**src/rtl/arc4_ctrl.sv**
```systemverilog
// ---------------------------------------------------------------------------
// arc4_ctrl -- top-level sequencer for an ARC4 engine.
//
// Runs the S-box init, key-scheduling (KSA) and keystream (PRGA) sub-blocks
// one after another. Each sub-block gets one start pulse, and the controller
// then waits for that block's ready flag to drop and rise again. Whichever
// block owns the current phase is the only one connected to the shared
// S-memory port.
//
// Optional feature: define ARC4_CTRL_CYCCNT_EN to add the cyc_cnt port and a
// saturating 16-bit run-length counter.
//
// Ports
//   clk, rst_n                      clock, async active-low reset
//   en, rdy                         start request / idle-and-ready
//   key, key_q                      cipher key in / key latched on accept
//   i_en, k_en, p_en                one-cycle starts to init / KSA / PRGA
//   i_rdy, k_rdy, p_rdy             sub-block ready flags
//   {i,k,p}_s_addr/_wrdata/_wren    per-block S-memory requests
//   s_addr, s_wrdata, s_wren        muxed S-memory port
//   cyc_cnt                         run length (ARC4_CTRL_CYCCNT_EN only)
//
// state   | meaning
// --------+------------------------------------------------------------
// IDLE    | rdy=1; waiting for en; S-memory port driven to zero
// ST_INIT | pulse i_en once i_rdy=1
// WT_INIT | wait for i_rdy to fall and then rise again
// ST_KSA  | pulse k_en once k_rdy=1
// WT_KSA  | wait for k_rdy to fall and then rise again
// ST_PRGA | pulse p_en once p_rdy=1
// WT_PRGA | wait for p_rdy to fall and then rise again; then return to IDLE
// ---------------------------------------------------------------------------
module arc4_ctrl (
  input  logic        clk,
  input  logic        rst_n,
  input  logic        en,
  output logic        rdy,
  input  logic [23:0] key,
  output logic [23:0] key_q,
  output logic        i_en,
  output logic        k_en,
  output logic        p_en,
  input  logic        i_rdy,
  input  logic        k_rdy,
  input  logic        p_rdy,
  input  logic [7:0]  i_s_addr,
  input  logic [7:0]  k_s_addr,
  input  logic [7:0]  p_s_addr,
  input  logic [7:0]  i_s_wrdata,
  input  logic [7:0]  k_s_wrdata,
  input  logic [7:0]  p_s_wrdata,
  input  logic        i_s_wren,
  input  logic        k_s_wren,
  input  logic        p_s_wren,
  output logic [7:0]  s_addr,
  output logic [7:0]  s_wrdata,
  output logic        s_wren
`ifdef ARC4_CTRL_CYCCNT_EN
  ,
  output logic [15:0] cyc_cnt
`endif
);

  typedef enum logic [2:0] {
    IDLE    = 3'd0,
    ST_INIT = 3'd1,
    WT_INIT = 3'd2,
    ST_KSA  = 3'd3,
    WT_KSA  = 3'd4,
    ST_PRGA = 3'd5,
    WT_PRGA = 3'd6
  } state_t;

  state_t      r_state;
  state_t      w_state_nxt;
  logic        r_seen_busy;
  logic [23:0] r_key_q;
  logic        w_cur_rdy;
  logic        w_in_wait;
  logic        w_done;

  always_ff @(posedge clk or negedge rst_n) begin
    if (!rst_n) begin
      r_state <= IDLE;
    end else begin
      r_state <= w_state_nxt;
    end
  end

  // Ready flag belonging to whichever sub-block owns the current phase.
  always_comb begin
    w_cur_rdy = 1'b1;
    w_in_wait = 1'b0;
    case (r_state)
      ST_INIT: w_cur_rdy = i_rdy;
      WT_INIT: begin w_cur_rdy = i_rdy; w_in_wait = 1'b1; end
      ST_KSA:  w_cur_rdy = k_rdy;
      WT_KSA:  begin w_cur_rdy = k_rdy; w_in_wait = 1'b1; end
      ST_PRGA: w_cur_rdy = p_rdy;
      WT_PRGA: begin w_cur_rdy = p_rdy; w_in_wait = 1'b1; end
      default: begin w_cur_rdy = 1'b1; w_in_wait = 1'b0; end
    endcase
    // A high ready flag alone is not enough to finish a phase: it must have
    // dropped first, or the start pulse's own ready cycle looks like done.
    w_done = w_in_wait & w_cur_rdy & r_seen_busy;
  end

  always_comb begin
    w_state_nxt = r_state;
    rdy         = 1'b0;
    i_en        = 1'b0;
    k_en        = 1'b0;
    p_en        = 1'b0;
    case (r_state)
      IDLE: begin
        rdy = 1'b1;
        if (en) w_state_nxt = ST_INIT;
      end
      ST_INIT: begin
        if (i_rdy) begin
          i_en        = 1'b1;
          w_state_nxt = WT_INIT;
        end
      end
      WT_INIT: if (w_done) w_state_nxt = ST_KSA;
      ST_KSA: begin
        if (k_rdy) begin
          k_en        = 1'b1;
          w_state_nxt = WT_KSA;
        end
      end
      WT_KSA: if (w_done) w_state_nxt = ST_PRGA;
      ST_PRGA: begin
        if (p_rdy) begin
          p_en        = 1'b1;
          w_state_nxt = WT_PRGA;
        end
      end
      WT_PRGA: if (w_done) w_state_nxt = IDLE;
      default: w_state_nxt = IDLE;
    endcase
  end

  always_ff @(posedge clk or negedge rst_n) begin
    if (!rst_n) begin
      r_seen_busy <= 1'b0;
    end else if (w_in_wait && !w_done) begin
      if (!w_cur_rdy) r_seen_busy <= 1'b1;
    end else begin
      r_seen_busy <= 1'b0;
    end
  end

  always_ff @(posedge clk or negedge rst_n) begin
    if (!rst_n) begin
      r_key_q <= 24'h000000;
    end else if (r_state == IDLE && en) begin
      r_key_q <= key;
    end
  end

  assign key_q = r_key_q;

  // Only the phase owner reaches the S-memory port; IDLE drives zeros.
  always_comb begin
    s_addr   = 8'h00;
    s_wrdata = 8'h00;
    s_wren   = 1'b0;
    case (r_state)
      ST_INIT, WT_INIT: begin
        s_addr   = i_s_addr;
        s_wrdata = i_s_wrdata;
        s_wren   = i_s_wren;
      end
      ST_KSA, WT_KSA: begin
        s_addr   = k_s_addr;
        s_wrdata = k_s_wrdata;
        s_wren   = k_s_wren;
      end
      ST_PRGA, WT_PRGA: begin
        s_addr   = p_s_addr;
        s_wrdata = p_s_wrdata;
        s_wren   = p_s_wren;
      end
      default: begin
        s_addr   = 8'h00;
        s_wrdata = 8'h00;
        s_wren   = 1'b0;
      end
    endcase
  end

`ifdef ARC4_CTRL_CYCCNT_EN
  logic [15:0] r_cyc_cnt;

  always_ff @(posedge clk or negedge rst_n) begin
    if (!rst_n) begin
      r_cyc_cnt <= 16'h0000;
    end else if (r_state == IDLE) begin
      if (en) r_cyc_cnt <= 16'h0000;
    end else if (r_cyc_cnt != 16'hFFFF) begin
      r_cyc_cnt <= r_cyc_cnt + 16'h0001;
    end
  end

  assign cyc_cnt = r_cyc_cnt;
`endif

endmodule
```
**config.mk**
```make
export PLATFORM = sky130hd
export DESIGN_NAME = arc4_ctrl
export DESIGN_NICKNAME = d
export VERILOG_FILES = /design/src/rtl/arc4_ctrl.sv
export SDC_FILE = /design/constraint.sdc
export NUM_CORES = 1
export LEC_CHECK = 0
export CAP_MARGIN = 20
export CORE_ASPECT_RATIO = 1.2
export CORE_MARGIN = 5
export CORE_UTILIZATION = 33
export DETAILED_ROUTE_END_ITERATION = 7
export GPL_ROUTABILITY_DRIVEN = 0
export PLACE_DENSITY = 0.78
export SYNTH_ARGS = -nofsm -noshare
export SYNTH_HDL_FRONTEND = slang
export SYNTH_SLANG_ARGS = --single-unit
```
**constraint.sdc**
```tcl
create_clock -name clk -period 2.1 [get_ports clk]
set_input_delay 0.525 -clock clk [delete_from_list [all_inputs] [get_ports clk]]
set_output_delay 0.525 -clock clk [all_outputs]
set_load 0.03 [all_outputs]
```
==> flow_summary_export.csv, run 1 <==
group,metric,value,unit
outcome,run_status,"finished clean",
die,start_util,34.1,%
critical_path,path_buf_inv,4,
hold_path,min_path_cells,1,
critical_path,crit_chain,"buf_4, xnor2_4, buf_12, o2bb2ai_1, buf_4, buf_12",
routing,drcViolationCount,0,
routing,drt_iter0_markers,43,
layout,layout-drive-gt1-share,22.2,%
critical_path,critPathCaptureType,"output pin",
global_route,track_usage,14.5,%
placement,dp.cells,312,
sta,fin_setup_tns,0,ps
sta,finalMaxSlewViolations,0,
global_route,grt_first_pass_wirelength,7.33,mm
sta,fin_skew,2.20,ps
critical_path,rr_endpoint,"key_q[18]",
critical_path,crit_family,"buffers and inverters",
layout,fill_cells,372,
global_route,antenna_found_initial,0,
clock_tree,clk_pin_slew,90,ps
hold_path,holdPathEnd,"key_q[6]",
global_route,grtUsageMet1,17.4,%
critical_path,arrival,1530,ps
critical_path,cpPeakStageDelay,410,ps
synthesis,ys_async_sr_fraction,100,%
die,rows,27,
critical_path,critPathSlowestCell,"dfrtp_1",
clock_tree,clkSinkCount,28,
clock_tree,cts-hold-fix-buffers,0,
die,dieArea,6270,um^2
synthesis,synth_nets,208,
routing,antenna_left,0,
sta,rsz0062_at_grt,"yes",
global_route,use_met2,23.7,%
layout,stdcell_count,319,
placement,hpwl,4.03,mm
layout,antenna_cells,0,
routing,drt-pass1-iter-count,4,
critical_path,cp-start-kind,"register",
synthesis,syn_inst,127,
critical_path,r2r_cells,5,
global_route,grt_max_degree,29,
power_and_ir_drop,cellLeakagePower,1.29,nW
die,dieHeight,85.7,um
sta,finalCritPeriodShare,98.0,%
synthesis,yosysSeqAreaShare,44.4,%
synthesis,ys.flop_type,"dfrtp_1",
clock_tree,clock_latency,270,ps
sta,hold_viol_final,0,
routing,drt_wl_total,4.83,mm
placement,io_buffers,125,
synthesis,synth_edf_count,0,
routing,routed_via_density,4.84,
synthesis,yosys.area.top_type_share,44.4,%
hold_path,min_path_type,"register to register",
global_route,first_global_vias,1617,
sta,max_slew_margin,76.4,%
power_and_ir_drop,p_total,5.27,mW
synthesis,synth_area_per_cell,12.4,um^2
clock_tree,htreeDepth,1,
synthesis,ys_warn_count,0,
layout,syn_to_final_growth,97.8,%
global_route,grt-ovfl-total,0,
clock_tree,cts_buffer_depth,2,
hold_path,worstHoldStart,"key_q[6]",
critical_path,reg2reg_setup_slack,420,ps
power_and_ir_drop,powerDensity,1690,nW/um^2
power_and_ir_drop,ir_drop,1350,uV
routing,vias,1545,
flow_run,cap_violations,0,
global_route,grt.met3_usage,6.45,%
die,ioPinCount,126,
synthesis,post-synth-top-count-cell,"dfrtp_1",
synthesis,netlist_area,1580,um^2
synthesis,ys_types,27,
layout,layout.nets,343,
layout,finish.utilization,67.4,%
critical_path,critPathRequiredTime,1570,ps
critical_path,critPathKind,"register to output pin",
synthesis,ys_ff_latch,28,
sta,whs,492,ps
sta,fmax,486,MHz
sta,fin_crit,2060,ps
synthesis,yosys-top-cells-count,"28 x dfrtp_1, 20 x mux2_1, 19 x mux2i_1",
clock_tree,root_buffer,"clkbuf_8",
global_route,grt_busiest_layer,"met2",
synthesis,yosysTopAreaCell,"dfrtp_1",
sta,worst_pin_slew,355,ps
clock_tree,cts_buffers,3,
critical_path,crit_fanout,17,
die,coreArea,4630,um^2
die,die_w,73.1,um
routing,post_drt_wl_per_cell,15.2,um
synthesis,synth.top_cells.by_area,"dfrtp_1 44%, mux2_1 14%, mux2i_1 12%, o2bb2ai_1 9.4%, mux2_2 2.9%",
sta,setup_viol,0,
clock_tree,cts_tree,"done",
critical_path,r2r_start,"r_state[2]",
==> cells in the final DEF (no fill, tap or decap), types with 3 or more instances in the layout <==
master and count:
clkdlybuf4s50_1 104, dfrtp_1 26, buf_4 24, mux2_1 20, mux2i_1 19, o2bb2ai_1 10
o2bb2ai_2 7, buf_6 7, buf_12 6, mux2_2 4, clkbuf_8 4, nor3_1 3
nand2_1 3, a21o_1 3, nor2_1 3
==> worst register-to-register path, stage by stage (launching register included) <==
cell,delay [ps]
dfrtp_2,460
buf_4,190
nand2b_1,200
nor3_4,160
buf_12,200
mux2_2,360
==> sequential cells by signal, indices dropped and copies added (netlist names) <==
signal	flops
key_q	24
r_seen_busy	1
r_state	3
==> report_power, final <==
| part | switching [mW] | internal (mW) | total [mW] |
|---|---|---|---|
| Combinational | 2.08 | 1.88 | 3.95 |
| Sequential | 0.172 | 0.816 | 0.988 |
| Clock | 0.156 | 0.167 | 0.323 |
==> cells by family after synthesis <==
| logic type | Yosys count | share of synthesized area, % |
|---|---|---|
| buf+inv | 11 | 4.52 |
| xor+xnor | 1 | 1.03 |
| compound gates | 25 | 13.2 |
| flops | 28 | 44.4 |
| mux | 43 | 29.2 |
| simple gates | 19 | 7.62 |
==> how the worst max path moves through the flow <==
stage	from	to	slack [ps]	cells after the start
2_1_floorplan	r_state[0]	i_en	100	4
3_3_place_gp	i_s_wrdata[2]	s_wrdata[2]	60	4
3_5_place_dp	i_s_wrdata[2]	s_wrdata[2]	50	4
4_1_cts	r_state[2]	s_wrdata[6]	7	5
5_1_grt	r_state[2]	s_addr[2]	-40	5
6_report	r_state[1]	s_wrdata[6]	40	6
==> routing by layer <==
| layer | routed length (um) | vias up |
|---|---|---|
| met4 | 0 | 0 |
| li1 | - | 742 |
| met3 | 876 | 0 |
| met2 | 2190 | 110 |
| met1 | 1770 | 693 |
| met5 | 0 | - |
==> layout make-up <==
class / instances / area, um^2 / area share, %
multi-input combinational: 88 / 867 / 27.8
timing repair buffer: 141 / 1420 / 45.5
clock buffer: 4 / 55.1 / 1.77
sequential: 28 / 703 / 22.6
tap: 58 / 72.6 / 2.33
==> repair_timing <==
action	in CTS	in global routing
setup endpoints to repair	3	16
cloned	0	1
setup buffers	2	0
resized for setup	2	17
pin swaps	0	0
==> metrics by stage <==
step,worst slack [ps],cell area [um^2]
3_3_place_gp,56.0,2950
6_report,42.2,3120
5_1_grt,-43.8,3120
2_1_floorplan,96.9,1580
3_5_place_dp,51.0,2950
4_1_cts,6.61,3030
No activity file was read; power rests on OpenSTA's default activity.
==> run 2: changes to the inputs <==
Settings changed: HOLD_SLACK_MARGIN set to 0.15.
==> results of run 2 <==
The final DEF is identical to that of run 1; final timing and power are the same.
==> run 3: changes to the inputs <==
Settings changed: SLEW_MARGIN set to 20.
==> results of run 3 <==
The final DEF is identical to that of run 1; final timing and power are the same.
